$ cat config.mk
export PLATFORM = sky130hd
export DESIGN_NAME = game_state_uart_tx
export DESIGN_NICKNAME = d
export VERILOG_FILES = /design/src/rtl/vga_pkg.sv /design/src/rtl/uart_tx_byte.sv /design/src/rtl/game_state_uart_tx.sv
export SDC_FILE = /design/constraint.sdc
export NUM_CORES = 1
export LEC_CHECK = 0
export BUFFER_PORTS_ARGS = -buffer_cell sky130_fd_sc_hd__buf_2
export CAP_MARGIN = 20
export CELL_PAD_IN_SITES_DETAIL_PLACEMENT = 1
export CELL_PAD_IN_SITES_GLOBAL_PLACEMENT = 1
export CORE_UTILIZATION = 32
export CTS_BUF_LIST = sky130_fd_sc_hd__clkbuf_4
export DETAILED_ROUTE_END_ITERATION = 6
export HOLD_SLACK_MARGIN = 0.06
export PLACE_DENSITY_LB_ADDON = 0.12
export SETUP_SLACK_MARGIN = 0.02
export SYNTH_ARGS = -nofsm -noshare
export SYNTH_HDL_FRONTEND = slang
export SYNTH_SLANG_ARGS = --single-unit
$ cat constraint.sdc
create_clock -name clk -period 2.2 [get_ports clk]
set_input_delay 0.44 -clock clk [delete_from_list [all_inputs] [get_ports clk]]
set_output_delay 0.44 -clock clk [all_outputs]
set_load 0.1 [all_outputs]
$ cat src/rtl/vga_pkg.sv
// Shared definitions for the VGA pong game logic and its side blocks.
// The state-streaming UART adds its frame constants, tx FSM encoding and
// frame-byte helpers here. Build option: GAME_TX_PARITY_EN adds an
// even-parity bit to every transmitted byte.
package vga_pkg;

  // Game logic FSM encodings, reused by the state streamer.
  typedef enum logic [1:0] {
    MENU_START = 2'b00,
    PLAY       = 2'b01,
    GAME_OVER  = 2'b10
  } game_state_t;

  localparam int         FRAME_LEN         = 10;
  localparam logic [7:0] SYNC_BYTE_DEFAULT = 8'hA5;

  // Byte serializer states; the parity state exists only in the parity build.
`ifdef GAME_TX_PARITY_EN
  typedef enum logic [2:0] {
    TX_IDLE, TX_START, TX_DATA, TX_PARITY, TX_STOP, TX_DONE
  } tx_state_t;
`else
  typedef enum logic [2:0] {
    TX_IDLE, TX_START, TX_DATA, TX_STOP, TX_DONE
  } tx_state_t;
`endif

  // Frame sequencer states.
  typedef enum logic [1:0] {
    FRAME_IDLE, FRAME_SEND, FRAME_DONE
  } frame_state_t;

  // Captured copy of the game-logic outputs for one frame.
  typedef struct packed {
    logic [10:0] x_ball;
    logic [9:0]  y_ball;
    logic [9:0]  y_player_1;
    logic [3:0]  player1_score;
    logic [3:0]  player2_score;
    logic        still_graphic;
    game_state_t game_state;
  } game_snapshot_t;

  // Payload bytes 1..8 (anything else returns 0).
  function automatic logic [7:0] payload_byte(input game_snapshot_t s,
                                              input logic [3:0] idx);
    case (idx)
      4'd1:    payload_byte = {5'b0, s.x_ball[10:8]};
      4'd2:    payload_byte = s.x_ball[7:0];
      4'd3:    payload_byte = {6'b0, s.y_ball[9:8]};
      4'd4:    payload_byte = s.y_ball[7:0];
      4'd5:    payload_byte = {6'b0, s.y_player_1[9:8]};
      4'd6:    payload_byte = s.y_player_1[7:0];
      4'd7:    payload_byte = {s.player1_score, s.player2_score};
      4'd8:    payload_byte = {5'b0, s.still_graphic, s.game_state};
      default: payload_byte = 8'h00;
    endcase
  endfunction

  // XOR of payload bytes 1..8.
  function automatic logic [7:0] frame_checksum(input game_snapshot_t s);
    logic [7:0] c;
    c = 8'h00;
    for (int i = 1; i <= 8; i++) c ^= payload_byte(s, 4'(i));
    return c;
  endfunction

  // Full frame byte by index: sync, payload, checksum.
  function automatic logic [7:0] frame_byte(input game_snapshot_t s,
                                            input logic [3:0] idx,
                                            input logic [7:0] sync);
    if (idx == 4'd0)                     frame_byte = sync;
    else if (idx == 4'(FRAME_LEN - 1))   frame_byte = frame_checksum(s);
    else                                 frame_byte = payload_byte(s, idx);
  endfunction

endpackage

$ cat src/rtl/uart_tx_byte.sv
// Byte-level UART serializer: start bit, 8 data bits LSB first, optional
// even parity (GAME_TX_PARITY_EN), stop bit. A start strobe in the last
// cycle of a stop bit chains the next byte with no idle gap.
module uart_tx_byte
  import vga_pkg::*;
#(
  parameter int CLKS_PER_BIT = 564
) (
  input  logic       clk,
  input  logic       rst,
  input  logic       start,
  input  logic [7:0] data,
  output logic       tx,
  output logic       byte_done
);

  localparam int            CW       = (CLKS_PER_BIT > 1) ? $clog2(CLKS_PER_BIT) : 1;
  localparam logic [CW-1:0] BAUD_MAX = CW'(CLKS_PER_BIT - 1);

  tx_state_t     state;
  logic [CW-1:0] baud_cnt;
  logic [2:0]    bit_cnt;
  logic [7:0]    shreg;
  logic          baud_wrap;
`ifdef GAME_TX_PARITY_EN
  logic          parity_bit;
`endif

  assign baud_wrap = (baud_cnt == BAUD_MAX);
  // Asserted in the final cycle of the stop bit so the caller can chain.
  assign byte_done = (state == TX_STOP) && baud_wrap;

  // Bit sequencing with the baud counter; the bit advances on counter wrap.
  // NOTE: sequential state uses non-blocking assignments so every register
  // samples the pre-edge values, independent of statement order.
  always_ff @(posedge clk or posedge rst) begin
    if (rst) begin
      state    <= TX_IDLE;
      tx       <= 1'b1;
      baud_cnt <= '0;
      bit_cnt  <= '0;
      shreg    <= '0;
`ifdef GAME_TX_PARITY_EN
      parity_bit <= 1'b0;
`endif
    end else if (start) begin
      state    <= TX_START;
      tx       <= 1'b0;
      baud_cnt <= '0;
      bit_cnt  <= '0;
      shreg    <= data;
`ifdef GAME_TX_PARITY_EN
      parity_bit <= ^data;
`endif
    end else if (state == TX_IDLE || state == TX_DONE) begin
      state    <= TX_IDLE;
      tx       <= 1'b1;
      baud_cnt <= '0;
    end else if (!baud_wrap) begin
      baud_cnt <= baud_cnt + 1'b1;
    end else begin
      baud_cnt <= '0;
      case (state)
        TX_START: begin
          state   <= TX_DATA;
          tx      <= shreg[0];
          bit_cnt <= '0;
        end
        TX_DATA: begin
          if (bit_cnt == 3'd7) begin
`ifdef GAME_TX_PARITY_EN
            state <= TX_PARITY;
            tx    <= parity_bit;
`else
            state <= TX_STOP;
            tx    <= 1'b1;
`endif
          end else begin
            bit_cnt <= bit_cnt + 3'd1;
            shreg   <= {1'b0, shreg[7:1]};
            tx      <= shreg[1];
          end
        end
`ifdef GAME_TX_PARITY_EN
        TX_PARITY: begin
          state <= TX_STOP;
          tx    <= 1'b1;
        end
`endif
        TX_STOP: begin
          state <= TX_IDLE;
          tx    <= 1'b1;
        end
        default: begin
          state <= TX_IDLE;
          tx    <= 1'b1;
        end
      endcase
    end
  end

endmodule

$ cat src/rtl/game_state_uart_tx.sv
// Streams a snapshot of the game-logic outputs as a 10-byte UART frame
// (sync, x, y, pad, scores, state/still, checksum) once per accepted
// timing_tick. Read-only tap on the logic block.
// Build option: GAME_TX_PARITY_EN selects 8E1 framing instead of 8N1.
module game_state_uart_tx
  import vga_pkg::*;
#(
  parameter int         CLKS_PER_BIT = 564,
  parameter logic [7:0] SYNC_BYTE    = SYNC_BYTE_DEFAULT
) (
  input  logic        clk,
  input  logic        rst,
  input  logic        timing_tick,
  input  logic        enable,
  input  logic [10:0] x_ball,
  input  logic [9:0]  y_ball,
  input  logic [9:0]  y_player_1,
  input  logic [3:0]  player1_score,
  input  logic [3:0]  player2_score,
  input  logic [1:0]  game_state,
  input  logic        still_graphic,
  output logic        tx,
  output logic        busy,
  output logic        frame_done,
  output logic        frame_drop
);

  localparam logic [3:0] LAST_IDX = 4'(FRAME_LEN - 1);

  frame_state_t   state;
  game_snapshot_t snap;
  logic [3:0]     byte_idx;
  logic           capture;
  logic           byte_done;
  logic           byte_start;
  logic [7:0]     byte_data;

  assign capture = timing_tick && enable && !busy;

  // Pick the byte to launch: sync on capture, else the next frame byte
  // when the current stop bit is finishing.
  // NOTE: every always_comb output gets a default first, so no path can
  // leave it unassigned and infer a latch.
  always_comb begin
    byte_start = 1'b0;
    byte_data  = SYNC_BYTE;
    if (capture) begin
      byte_start = 1'b1;
    end else if (state == FRAME_SEND && byte_done && byte_idx != LAST_IDX) begin
      byte_start = 1'b1;
      byte_data  = frame_byte(snap, 4'(byte_idx + 4'd1), SYNC_BYTE);
    end
  end

  // Frame sequencer: capture, byte indexing, done/drop pulses.
  always_ff @(posedge clk or posedge rst) begin
    if (rst) begin
      state      <= FRAME_IDLE;
      busy       <= 1'b0;
      frame_done <= 1'b0;
      frame_drop <= 1'b0;
      byte_idx   <= '0;
      snap       <= '0;
    end else begin
      frame_done <= 1'b0;
      frame_drop <= timing_tick && enable && busy;
      case (state)
        FRAME_SEND: begin
          if (byte_done) begin
            if (byte_idx == LAST_IDX) begin
              state      <= FRAME_DONE;
              busy       <= 1'b0;
              frame_done <= 1'b1;
              byte_idx   <= '0;
            end else begin
              byte_idx <= byte_idx + 4'd1;
            end
          end
        end
        default: begin
          // IDLE and DONE both accept a tick, since busy is already low.
          if (capture) begin
            state    <= FRAME_SEND;
            busy     <= 1'b1;
            byte_idx <= '0;
            snap     <= '{x_ball:        x_ball,
                          y_ball:        y_ball,
                          y_player_1:    y_player_1,
                          player1_score: player1_score,
                          player2_score: player2_score,
                          still_graphic: still_graphic,
                          game_state:    game_state_t'(game_state)};
          end else begin
            state <= FRAME_IDLE;
          end
        end
      endcase
    end
  end

  uart_tx_byte #(
    .CLKS_PER_BIT(CLKS_PER_BIT)
  ) u_byte (
    .clk      (clk),
    .rst      (rst),
    .start    (byte_start),
    .data     (byte_data),
    .tx       (tx),
    .byte_done(byte_done)
  );

endmodule

==> summary.md <==
| Metric | Value |
|---|---|
| Hold crit path type | `primary input to register` |
| Tcrit/Tclk final | `101%` |
| CTS sink cnt | `75` |
| IO Port Bufs | `49` |
| CP delay by family, top | `simple AND/OR/NAND/NOR gates` |
| Horizontal extent of the die | `117 um` |
| Detailed-route DRC error count | `0` |
| Sequential cell area | `1880 um2` |
| Worst-case headroom to the max-slew limit | `63.0%` |
| Clock Path Buffers | `2` |
| Area of the mapped netlist | `4250 um2` |
| Leak Pwr | `0.00231 uW` |
| Core Region | `12800 um2` |
| Measured slew at the worst slew-check pin | `0.553 ns` |
| Die outline area | `13800 um2` |
| Final Hold Vio Count | `0` |
| Fillers | `1438` |
| Height of the chip | `117 um` |
| First-pass GRT wire length | `19100 um` |
| Top_reg_cell synth | `sky130_fd_sc_hd__dfrtp_1` |
| H-tree depth | `3` |
| Last weighted congestion value of the routability-driven placer | `0.819` |
| Number of diodes added for antenna fixing | `0` |
| Commonest non-fill, non-tap cells in the layout | `71 x sky130_fd_sc_hd__dfrtp_1, 49 x sky130_fd_sc_hd__buf_2, 43 x sky130_fd_sc_hd__buf_4` |
| Flop and latch count out of synthesis | `75` |
| Distinct cell type count of the synthesized netlist | `55` |
| Pin count of the biggest net entering global routing | `36` |
| Number of rows in the core area | `41` |
| Delay of the slowest cell on the worst path | `0.53 ns` |
| Number of synthesis warnings | `0` |
| Power per unit of standard cell area | `1060 nW/um2` |
| Most frequent standard cell in the layout excluding fill and tap cells | `sky130_fd_sc_hd__dfrtp_1` |
| Final TNS setup | `-0.0535 ns` |
| Setup repair after global routing missed its margin | `yes` |
| WP data required | `2.58 ns` |
| Classification of the worst setup path | `register to register` |
| Total routing usage reported by global routing | `17.6%` |
| Antenna violations before repair | `0` |
| Cells along the critical path | `or4b_4 -> or4_4 -> a2111oi_4 -> buf_4 -> nand2_1 -> o22ai_1` |
| Vias per std cell | `5.04` |
| Final net count | `566` |
| Synthesized area per cell | `10.3 um2` |
| Kind of start point of the critical path | `register` |
| Root buf cell | `sky130_fd_sc_hd__clkbuf_4` |
| Minimum clock period after layout | `2.23 ns` |
| Number of iterations in the first detailed-routing pass | `4` |
| Routed wire length | `11400 um` |
| Instance area after placement | `5070 um2` |
| Max-cap violations | `0` |
| Syn Nets | `473` |
| Outcome | `complete, but fails checks` |
| Sequential cell area fraction in the yosys report | `44.1%` |
| Final slew viol count | `0` |
| Vias in the first global route | `3643` |
| Count of antenna-violating nets left after detailed routing | `0` |
| Ports | `50` |
| Total clock buffers created by CTS | `9` |
| Clock-pin slew of the registers on the worst-case setup and hold paths | `0.13 ns` |
| Max frequency | `0.449 GHz` |
| Clock Latency Late Sink | `0.45 ns` |
| Clock tree skew after final layout | `0.0132 ns` |
| First DRT Iteration DRCs | `177` |
| Final global-route overflow total | `0` |
| WP data arrival | `2.61 ns` |
| Layout cells sized above 1 | `36.4%` |
| Effective utilization at floorplan | `33.3%` |
| Reg-to-reg setup timing slack | `-0.03 ns` |
| Gate Count Post-Synth | `413` |
| Slowest cell on crit path | `sky130_fd_sc_hd__or4b_4` |
| Failing checks | `setup timing` |
| Fraction of registers with async set or reset after synthesis | `100%` |
| # setup viols final | `2` |
| TritonCTS clock tree | `done` |
| Post-DR wirelength/cell | `16.7 um` |
| Detailed placement HPWL | `8860 um` |
| Synthesis-to-finish area growth | `25.6%` |
| Count of flip-flops with a built-in enable after synthesis | `0` |
| Total via count in the routed design | `3440` |
| End-of-flow core utilization | `41.8%` |
| Worst path setup slack after routing | `-0.0291 ns` |
| Area of combinational cells with multiple inputs | `2360 um2` |
| Worst Setup End Kind | `register` |
| Crit-path max FO | `5` |
| Crit path buffers/inverters | `1` |
| Finished layout cell area | `5340 um2` |
| Worst ir drop on vdd | `435 uV` |
[worst paths after layout]
path,cells past startpoint,start,endpoint
min,3,still_graphic,snap[2]$_DFFE_PP0P_
min in group asynchronous,3,rst,u_byte.shreg[2]$_DFFE_PP0P_
max,6,u_byte.baud_cnt[7]$_DFF_PP0_,u_byte.shreg[1]$_DFFE_PP0P_
min reg2reg,2,u_byte.tx$_DFFE_PP1P_,u_byte.tx$_DFFE_PP1P_
max reg2reg,6,u_byte.baud_cnt[7]$_DFF_PP0_,u_byte.shreg[1]$_DFFE_PP0P_
max in group asynchronous,4,rst,u_byte.tx$_DFFE_PP1P_
[metal layers]
metal / track usage [%] / share of wire, %
met3: 3.21 / 4.0
met4: 6.49 / 1.6
met5: 0 / 0
met1: 24.6 / 49
met2: 26.9 / 45
[where the power goes]
part,leakage [uW],internal [uW],total (uW),switching (uW)
registers,0.000938,1780,2230,443
logic,0.00130,1210,2460,1250
clock network,0.0000812,456,972,516
[worst reg2reg max path: cells and delay by family, from the launching register on]
family | cells | cell delay, ns
simple gates | 3 | 1.06
flops | 1 | 0.40
buf+inv | 1 | 0.20
compound gates | 2 | 0.50
[logic make-up after synthesis]
kind of cell | synth area share [%]
AO/OA/AOI/OAI | 14.1
XOR/XNOR | 9.06
multiplexers | 11.9
adder cells (fa/ha/maj) | 4.12
buffers and inverters | 2.59
flip-flops | 44.1
AND/OR/NAND/NOR | 14.2
[what timing repair did]
action                                  4_1_cts  5_1_grt
setup buffers                                 0        2
endpoints found under the hold margin        19        0
endpoints found under the setup margin        9       13
hold buffers                                  1        0
pin swaps                                     0        5
resized for setup                             4       19
[stage by stage]
stage / setup WS (ns) / std cells / power (uW) / hold WS [ns]
final: -0.0291 / 683 / 5650 / 0.199
after CTS: -0.0354 / 681 / 5690 / 0.174
after floorplan: 0.0269 / 413 / 3840 / 0.450
after global routing: -0.129 / 683 / 6080 / 0.178
after detailed placement: -0.0351 / 664 / 4670 / 0.455
after global placement: 0.00802 / 664 / 4590 / 0.448
[registers in the layout, summed over array words and instances (netlist names)]
name / flops
snap: 42
u_byte.baud_cnt: 10
u_byte.shreg: 8
byte_idx: 4
u_byte.bit_cnt: 3
state: 2
u_byte.state: 2
busy: 1
frame_done: 1
frame_drop: 1
u_byte.tx: 1
[synth_stat cells, types with 3 or more instances]
library cell | number | area, um2
sky130_fd_sc_hd__nand2_1 | 38 | 143
sky130_fd_sc_hd__nor3_1 | 7 | 35.0
sky130_fd_sc_hd__a21oi_1 | 11 | 55.1
sky130_fd_sc_hd__o21ai_0 | 20 | 100
sky130_fd_sc_hd__a31oi_1 | 7 | 43.8
sky130_fd_sc_hd__a32o_1 | 3 | 30.0
sky130_fd_sc_hd__o22ai_1 | 4 | 25.0
sky130_fd_sc_hd__a22oi_1 | 3 | 22.5
sky130_fd_sc_hd__a32oi_1 | 4 | 35.0
sky130_fd_sc_hd__nor2_1 | 30 | 113
sky130_fd_sc_hd__a22o_1 | 5 | 43.8
sky130_fd_sc_hd__dfrtp_1 | 74 | 1850
sky130_fd_sc_hd__o31ai_1 | 4 | 30.0
sky130_fd_sc_hd__or2_2 | 3 | 18.8
sky130_fd_sc_hd__and3_1 | 3 | 18.8
sky130_fd_sc_hd__inv_1 | 12 | 45.0
sky130_fd_sc_hd__ha_1 | 14 | 175
sky130_fd_sc_hd__clkbuf_1 | 16 | 60.1
sky130_fd_sc_hd__mux2_2 | 43 | 484
sky130_fd_sc_hd__xnor2_1 | 33 | 289
sky130_fd_sc_hd__xor2_1 | 11 | 96.3
sky130_fd_sc_hd__nor2b_1 | 3 | 18.8
sky130_fd_sc_hd__a222oi_1 | 4 | 40.0
sky130_fd_sc_hd__nand3_1 | 18 | 90.1
sky130_fd_sc_hd__nand2b_1 | 3 | 18.8
sky130_fd_sc_hd__and2_1 | 3 | 18.8
[area by class of cell]
cell class / count / area share [%]
Clock buffer: 9 / 1.26
Clock inverter: 7 / 1.73
Inverter: 12 / 0.913
Multi-Input combinational cell: 309 / 44.1
Sequential cell: 75 / 35.2
Tap cell: 172 / 4.03
Timing Repair Buffer: 99 / 12.7
Note: power is estimated with default switching activity, not from simulation.
